--- config.mk ---
export PLATFORM = sky130hd
export DESIGN_NAME = pipe_tag_array
export DESIGN_NICKNAME = d
export VERILOG_FILES = /design/src/rtl/pipe_tag_pkg.sv /design/src/rtl/pipe_tag_valid.sv /design/src/rtl/pipe_tag_array.sv
export SDC_FILE = /design/constraint.sdc
export NUM_CORES = 1
export LEC_CHECK = 0
export ABC_AREA = 1
export BUFFER_PORTS_ARGS = -buffer_cell sky130_fd_sc_hd__clkbuf_2
export CAP_MARGIN = 20
export CORE_MARGIN = 2
export CORE_UTILIZATION = 48
export CTS_CLUSTER_DIAMETER = 40
export DETAILED_ROUTE_END_ITERATION = 8
export PLACE_DENSITY = 0.67
export SYNTH_ARGS = -nofsm -noshare
export SYNTH_HDL_FRONTEND = slang
export SYNTH_HIERARCHICAL = 1
export SYNTH_SLANG_ARGS = --single-unit
--- constraint.sdc ---
create_clock -name clk -period 3.35 [get_ports clk]
set_input_delay 0.67 -clock clk [delete_from_list [all_inputs] [get_ports clk]]
set_output_delay 0.67 -clock clk [all_outputs]
set_load 0.05 [all_outputs]
--- src/rtl/pipe_tag_pkg.sv ---
// Shared types and the lane-merge helper for the pipelined-cache tag store.
package pipe_tag_pkg;

  typedef enum logic {ST_INIT = 1'b0, ST_IDLE = 1'b1} state_e;

  // Widest word / mask the merge helper handles; instantiations stay within these.
  localparam int MERGE_W  = 64;
  localparam int MASK_MAX = 16;

  // Replace every lane of old_w whose mask bit is set with the same lane of new_w.
  // Shared by the write path and the write-to-read bypass so both agree bit for bit.
  function automatic logic [MERGE_W-1:0] merge_lanes(input logic [MERGE_W-1:0]  old_w,
                                                     input logic [MERGE_W-1:0]  new_w,
                                                     input logic [MASK_MAX-1:0] mask,
                                                     input int                  lane_w);
    logic [MERGE_W-1:0] r;
    int lane;
    r = old_w;
    for (int b = 0; b < MERGE_W; b++) begin
      lane = b / lane_w;
      if (lane < MASK_MAX) begin
        if (mask[lane[3:0]]) r[b] = new_w[b];
      end
    end
    return r;
  endfunction

endpackage

--- src/rtl/pipe_tag_valid.sv ---
// Per-entry valid flops. Kept apart from the data array so the data can later
// move onto a RAM macro while valids stay in flops for single-cycle clear.
module pipe_tag_valid #(
  parameter int ADDR_WIDTH = 4,
  parameter int RAM_DEPTH  = 1 << ADDR_WIDTH
) (
  input  logic                  clk,
  input  logic                  sweep_clr,
  input  logic [ADDR_WIDTH-1:0] sweep_idx,
  input  logic                  set_en,
  input  logic [ADDR_WIDTH-1:0] set_idx,
  input  logic                  clr_en,
  input  logic [ADDR_WIDTH-1:0] clr_idx,
  output logic [RAM_DEPTH-1:0]  vld
);

  // Sweep owns the array; otherwise clear is applied after set so it wins on a tie.
  always_ff @(posedge clk) begin
    if (sweep_clr) begin
      vld[sweep_idx] <= 1'b0;
    end else begin
      if (set_en) vld[set_idx] <= 1'b1;
      if (clr_en) vld[clr_idx] <= 1'b0;
    end
  end

endmodule

--- src/rtl/pipe_tag_array.sv ---
// 1W/1R tag store with valid bits, masked writes, invalidate, write-to-read
// bypass and an init/flush sweep that zeroes every entry.
module pipe_tag_array
  import pipe_tag_pkg::*;
#(
  parameter int DATA_WIDTH = 23,
  parameter int ADDR_WIDTH = 4,
  parameter int MASK_WIDTH = 1,
  parameter int BYPASS     = 1
) (
  input  logic                  clk,
  input  logic                  rst,
  input  logic                  flush_req,
  output logic                  ready,
  input  logic                  csb0,
  input  logic [ADDR_WIDTH-1:0] addr0,
  input  logic [DATA_WIDTH-1:0] din0,
  input  logic [MASK_WIDTH-1:0] wmask0,
  input  logic                  inv_en,
  input  logic [ADDR_WIDTH-1:0] inv_addr,
  input  logic                  csb1,
  input  logic [ADDR_WIDTH-1:0] addr1,
  output logic [DATA_WIDTH-1:0] dout1,
  output logic                  vout1
);

  localparam int RAM_DEPTH = 1 << ADDR_WIDTH;
  localparam int LANE_W    = DATA_WIDTH / MASK_WIDTH;

  state_e                state;
  logic [ADDR_WIDTH:0]   sweep_idx;
  logic [DATA_WIDTH-1:0] mem [RAM_DEPTH];
  logic [RAM_DEPTH-1:0]  vld;

  logic                  idle, sweep_we, wr_en, inv_go, rd_en, rd_hit;
  logic [DATA_WIDTH-1:0] wr_word, rd_word;
  logic                  rd_vld;

  assign idle     = (state == ST_IDLE);
  assign sweep_we = (state == ST_INIT) && !rst;
  assign wr_en    = idle && !csb0 && (|wmask0);
  assign inv_go   = idle && inv_en;
  assign rd_en    = idle && !csb1;
  assign rd_hit   = wr_en && (addr0 == addr1);

  // Merged write word: old entry with the enabled lanes replaced by din0.
  always_comb begin
    wr_word = DATA_WIDTH'(merge_lanes(MERGE_W'(mem[addr0]), MERGE_W'(din0),
                                      MASK_MAX'(wmask0), LANE_W));
  end

  // Read-side view of the entry, optionally including this cycle's write/invalidate.
  always_comb begin
    rd_word = mem[addr1];
    rd_vld  = vld[addr1];
    if (BYPASS != 0) begin
      if (rd_hit) begin
        rd_word = wr_word;
        rd_vld  = 1'b1;
      end
      if (inv_go && (inv_addr == addr1)) rd_vld = 1'b0;
    end
  end

  // Data array: the sweep zeroes one entry per cycle, otherwise masked writes.
  always_ff @(posedge clk) begin
    if (sweep_we)   mem[sweep_idx[ADDR_WIDTH-1:0]] <= '0;
    else if (wr_en) mem[addr0] <= wr_word;
  end

  pipe_tag_valid #(.ADDR_WIDTH(ADDR_WIDTH), .RAM_DEPTH(RAM_DEPTH)) u_valid (
    .clk       (clk),
    .sweep_clr (sweep_we),
    .sweep_idx (sweep_idx[ADDR_WIDTH-1:0]),
    .set_en    (wr_en),
    .set_idx   (addr0),
    .clr_en    (inv_go),
    .clr_idx   (inv_addr),
    .vld       (vld)
  );

  // Sweep FSM plus registered read port; reads hold while sweeping.
  always_ff @(posedge clk) begin
    if (rst) begin
      state     <= ST_INIT;
      sweep_idx <= '0;
      ready     <= 1'b0;
      dout1     <= '0;
      vout1     <= 1'b0;
    end else begin
      case (state)
        ST_INIT: begin
          sweep_idx <= sweep_idx + 1'b1;
          if (sweep_idx == (ADDR_WIDTH+1)'(RAM_DEPTH - 1)) begin
            state <= ST_IDLE;
            ready <= 1'b1;
          end
        end
        default: begin
          if (rd_en) begin
            dout1 <= rd_word;
            vout1 <= rd_vld;
          end
          if (flush_req) begin
            state     <= ST_INIT;
            sweep_idx <= '0;
            ready     <= 1'b0;
          end
        end
      endcase
    end
  end

endmodule

Word level (Yosys, flattened, before mapping)
Memory sizes are Yosys's and may differ from the RTL's. A register that Yosys moved wholly into a read port is not among the register bits.
Index checks and enable logic that the tools add are counted.
{"block": "word_totals", "reg_bits": 24, "mem_bits_rw": 368, "inputBits": 42, "out_inout_bits": 25, "wordCells": 94, "mem_count": 1}
{"name": "mem", "depth": 16, "width": 23, "read_ports": 2, "rd_clocked_by_memory_dff": 1, "wr": 1, "line_no": "pipe_tag_array.sv:32", "text": "logic [DATA_WIDTH-1:0] mem [RAM_DEPTH];"}
{"block": "classes", "add_sub_neg": 1, "order_cmp": 7, "eq_ne": 4, "muxes": 53, "bitwise_logic": 6, "n_reduce_logical": 17}
{"operator": "2-to-1 mux 16 bit", "n": 4}
{"operator": "2-to-1 mux 1 bit", "n": 41}
{"operator": "AND 16 bit", "n": 2}
{"operator": "inverter 16 bit", "n": 2}
{"operator": "2-to-1 mux 23 bit", "n": 1}
{"operator": "OR reduction 23 bit", "n": 1}
{"operator": "< comparator 4 x 5 -> 1 bit (second input constant)", "n": 4}
{"operator": "bitwise OR 16 bit", "n": 1}
{"operator": "demux 1 bit (select 4 bit)", "n": 3}
{"operator": "greater-or-equal comparator 4 x 1 -> 1 bit (second input constant)", "n": 3}
{"operator": "logical AND 1 bit", "n": 10}
{"operator": "2-to-1 mux 5 bit", "n": 2}
{"operator": "equality test 4 bit", "n": 2}
{"operator": "adder 5 x 1 -> 5 bit (second input constant)", "n": 1}
{"operator": "equality test 5 x 4 -> 1 bit (second input constant)", "n": 1}
{"operator": "binary-select mux 1 bit (select 4 bit)", "n": 1}
{"operator": "2-to-1 mux 4 bit", "n": 1}
{"operator": "AND reduction 2 bit", "n": 2}
{"operator": "logical NOT 1 bit", "n": 3}
{"operator": "inequality test 2 bit (second input constant)", "n": 1}
{"operator": "nonzero test 2 bit", "n": 1}
{"operator": "inverter 1 bit", "n": 1}

Depth between registers and ports, before layout
{"block": "depth", "depth_word": 10, "mapped_depth": 14, "depth_no_buf": 11}

By module
Netlist, hierarchy kept.
{"module": "pipe_tag_array", "n_inst": 1, "cells_each": 1590, "area_each_um2": 16918.7, "seq_area_each_um2": 11671.2}
{"module": "pipe_tag_valid", "n_inst": 1, "cells_each": 179, "area_each_um2": 1053.5, "seq_area_each_um2": 320.3}

Least setup slack after synthesis
No wires, ideal clock.
{"block": "synth_timing", "path_kind": "input -> register", "start": "in rst", "end": "mem mem[2][0] (enable)", "setup_ns": 0.432, "arrival_ns": 3.034, "required_ns": 2.918, "setup_slack_ns": -0.116, "cell_stages": 6, "n_path_buf": 1, "cell_sequence": "buf_2 nor2_1 inv_1 nand2_1 inv_1 nor3_1"}
{"block": "synth_between", "elab_chain_len": 6, "word_cells_on_any_way": 9, "cone_classes": "mux (6); reduce/logical (3)"}
{"item": "from (decl)", "line_no": "pipe_tag_array.sv:12", "text": "input logic rst,"}
{"item": "logical NOT 1 bit (*)", "line_no": "pipe_tag_array.sv:40", "text": "assign sweep_we = (state == ST_INIT) && !rst;"}
{"item": "logical AND 1 bit (*)", "line_no": "pipe_tag_array.sv:40"}
{"item": "via sweep_we", "line_no": "pipe_tag_array.sv:35", "text": "logic idle, sweep_we, wr_en, inv_go, rd_en, rd_hit;"}
{"item": "2-to-1 mux 1 bit", "line_no": "pipe_tag_array.sv:67", "text": "if (sweep_we) mem[sweep_idx[ADDR_WIDTH-1:0]] <= '0;"}
{"item": "2-to-1 mux 1 bit (not written as such)", "line_no": "pipe_tag_array.sv:68", "text": "else if (wr_en) mem[addr0] <= wr_word;"}
{"item": "OR reduction 23 bit (no source line)"}
{"item": "2-to-1 mux 4 bit (no source line) or 2-to-1 mux 1 bit (tied branches)"}
{"item": "to (decl)", "line_no": "pipe_tag_array.sv:32"}
The timed path passes the listed nets; every way through them passes the cells marked *.

Final worst setup path
{"block": "layout_timing", "start": "reg state, in the netlist idle", "end": "mem mem[4][3] (enable)"}
{"block": "layout_between", "elab_chain_len": 7, "word_cells_on_any_way": 12, "cone_classes": "mux (7); bitwise (1); reduce/logical (4)"}
{"item": "from (decl)", "line_no": "pipe_tag_array.sv:30", "text": "state_e state;"}
{"item": "from (signal assigned)", "line_no": "pipe_tag_array.sv:85", "text": "state <= ST_INIT;"}
{"item": "from (signal assigned)", "line_no": "pipe_tag_array.sv:95", "text": "state <= ST_IDLE;"}
{"item": "from (signal assigned)", "line_no": "pipe_tag_array.sv:105", "text": "state <= ST_INIT;"}
{"item": "logical AND 1 bit (2 in a row)", "line_no": "pipe_tag_array.sv:41", "text": "assign wr_en = idle && !csb0 && (|wmask0);"}
{"item": "2-to-1 mux 1 bit", "line_no": "pipe_tag_array.sv:68"}
{"item": "2-to-1 mux 1 bit", "line_no": "pipe_tag_array.sv:67"}
{"item": "2-to-1 mux 1 bit (not written as such)", "line_no": "pipe_tag_array.sv:68"}
{"item": "OR reduction 23 bit (no source line)"}
{"item": "2-to-1 mux 4 bit (no source line) or 2-to-1 mux 1 bit (tied branches)"}
Several ways; a longest one is shown, not always the timed one.

==> flow_summary_export.csv <==
group,metric,value,unit
timing,tns,0,ps
die,core,36790,µm²
cts,cts_htree_levels,2,
place,hpwlAfterDp,26600,µm
die,fp.dieW,197.5,µm
power,p_seq_frac,0.454,
drt,drt_first_pass_iters,6,
synthesis,ys_types,34,
cts,worst_skew_pair.late_latency,610,ps
synthesis,yosys_warnings,6,
power,swShare,0.2397,
synthesis,ys_seq_area_frac,0.6672,
power,clkPwrFrac,0.483,
timing,slew_headroom,0.4464,
drt,vias,13280,
setup_path,cp_max_fo,18,
finish,finish.utilization,0.5713,
setup_path,cp_top_family,"simple AND/OR/NAND/NOR gates",
synthesis,syn_inst,1769,
timing,setup_viol,0,
place,place.gp.congestion,0.8810,
place,port_buffers,66,
drt,first_iter_violations,1332,
power,fin_total_pwr,12.48,mW
finish,fillCellCount,3079,
min_path,hp-class,"in -> reg",
die,rows,70,
cts,cts_resized,0,
global_route,gr-total-overflow,0,
timing,period_needed,2451,ps
global_route,antenna_found_initial,0,
setup_path,cp-end-kind,"register",
status,outcome,"complete, no violations",
synthesis,synth_edf_count,368,
finish,antenna_cells,0,
die,io_pins,67,
timing,period_share,0.7316,
timing,fmax,408.0,MHz
timing,hold_violations,0,
timing,worstMarginPinSlew,830.4,ps
synthesis,syn-num-nets,1813,
drt,drcViolationCount,0,
setup_path,slowest_stage,"dfxtp_1",
synthesis,netlist_area,17970,µm²
place,place_ws,733.3,ps
power,p_sw,2.991,mW
setup_path,crit_type,"reg -> reg",
job,cap_violations,0,
global_route,grt_usage,0.2489,
timing,finalMaxSlewViolations,0,
synthesis,synth_top_area_cell,"edfxtp_1",
synthesis,ys_ff_latch,415,
cts,cts_tree,"built",
power,leakage,8.129,nW
cts,cts_buffers,57,
timing,skew,27.51,ps
setup_path,critPathBufInv,1,
setup_path,crit_path_start_kind,"register",
finish,drive_gt1_frac,0.1466,
drt,vias_per_cell,5.619,
drt,postRouteAntennaNets,0,
global_route,grt_max_degree,127,
die,initial_core_util,0.4886,
setup_path,cp.arrival,2730,ps
power,p_int,9.489,mW
setup_path,slowest_delay,580,ps
timing,rsz0062_at_grt,"no",
cts,clock_sinks,415,
finish,syn2layout_area_growth,16.93,%
cts,clockBufferDepth,3,
synthesis,synth_common_cells,"nand2_1, edfxtp_1, nand3_1",
synthesis,synth_ff_type,"edfxtp_1",
drt,wirelength,47650,µm
die,die_h,197.5,µm
synthesis,async_flop_share,0,
synthesis,synthTopCellsByArea,"edfxtp_1, nand2_1, nand3_1",
cts,clock-root-buffer,"clkbuf_16",
power,peakVddDrop,0.0003913,V
finish,multi_input_area,5284,µm²
cts,cts_setup_buffers,0,
timing,fin_ws,899.1,ps
global_route,grt_pass1_vias,12770,
power,power_per_cell_area,593.9,nW/µm²
synthesis,syn_avg_cell_area,10.16,µm²
drt,wl_per_cell,20.16,µm
setup_path,cp.required,3630,ps
cts,postCtsHoldBufs,0,
die,die_area,39010,µm²
synthesis,yosysTopAreaCellShare,0.6149,
power,p_comb_frac,0.063,
global_route,grt_pass1_wl,73510,µm
synthesis,synth.most_common_cell,"nand2_1",
finish,ff_latch_area,11990,µm²
cts,clk_pin_slew,60,ps
setup_path,cp_cell_sequence,"nand3_2 > nand2_1 > nand4_1 > nor2_4 > buf_12",
finish,fin_nets,1891,
==> worst min-delay path: stages <==
cell	delay, ps
clkbuf_2	80
nor2_2	60
nand3_1	80
a21oi_1	50
==> sequential cells by signal (all words and copies together), names as in the netlist <==
name / count
dout1: 23
mem: 368
sweep_idx: 5
idle: 1
u_valid/vld: 16
vout1: 1
ready: 1
==> power groups by stage <==
stage | registers, mW | clock network, mW | logic (mW)
2_1_floorplan | 5.76 | 0 | 0.509
3_3_place_gp | 5.77 | 0 | 0.767
3_5_place_dp | 5.77 | 0 | 0.776
4_1_cts | 5.66 | 6.08 | 0.783
5_1_grt | 5.67 | 6.31 | 0.872
6_report | 5.66 | 6.03 | 0.790
==> layout make-up <==
cell class                 count  area share
clock buffer                  63     0.06996
clock inverter                45     0.02203
inverter                      90     0.01637
multi-input combinational   1162      0.2514
sequential                   415      0.5706
tap                          468     0.02786
timing repair buffer         121     0.04174
==> per-stage QoR <==
stage / cell area, µm² / std cells / hold WS [ps]
detailed placement: 19080 / 2256 / 456.0
CTS: 21020 / 2364 / 370.8
global placement: 19080 / 2256 / 454.0
global route: 21020 / 2364 / 400.1
floorplan: 17980 / 1769 / 453.1
finish: 21020 / 2364 / 391.9
==> cell families (layout without fill, tap and decap cells) <==
kind of cell	Yosys count	in the layout	synth area share
and+or+nand+nor	1080	1080	0.2581
buffers and inverters	192	319	0.04525
xor gates and xnor gates	5	5	0.002437
adders and majority gates	2	2	0.001392
AOI/OAI and AO/OA	75	75	0.02555
DFF	415	415	0.6672
==> metal layers <==
layer,up-vias,GRT usage,share of wire
met1,6375,0.3370,0.41
met3,100,0.04951,0.086
li1,6215,-,-
met2,594,0.3967,0.47
met5,-,0,0
met4,0,0.09858,0.031
==> final timing paths <==
path                         startpoint                      to  slack, ps  cells after the start
setup / recovery        idle$_SDFF_PP0_     mem[4][3]$_DFFE_PP_        900                      5
hold / removal                     csb1  dout1[15]$_SDFFE_PP0P_        390                      4
setup reg to reg        idle$_SDFF_PP0_     mem[4][3]$_DFFE_PP_        900                      5
hold reg to reg   dout1[2]$_SDFFE_PP0P_   dout1[2]$_SDFFE_PP0P_        460                      2
==> placed cells by master (no fill, tap or decap), types with 10 or more instances in the layout <==
cell type,n
buf_12,10
clkbuf_16,58
nand3_1,329
clkinv_4,10
nor2_4,13
a21oi_1,33
o21ai_0,10
edfxtp_1,368
buf_4,46
dfxtp_1,47
inv_1,65
o21bai_1,16
nand2_1,637
nand4_1,29
clkbuf_2,64
nor2_1,50
inv_2,23
Power figures use the tool's default switching activity.
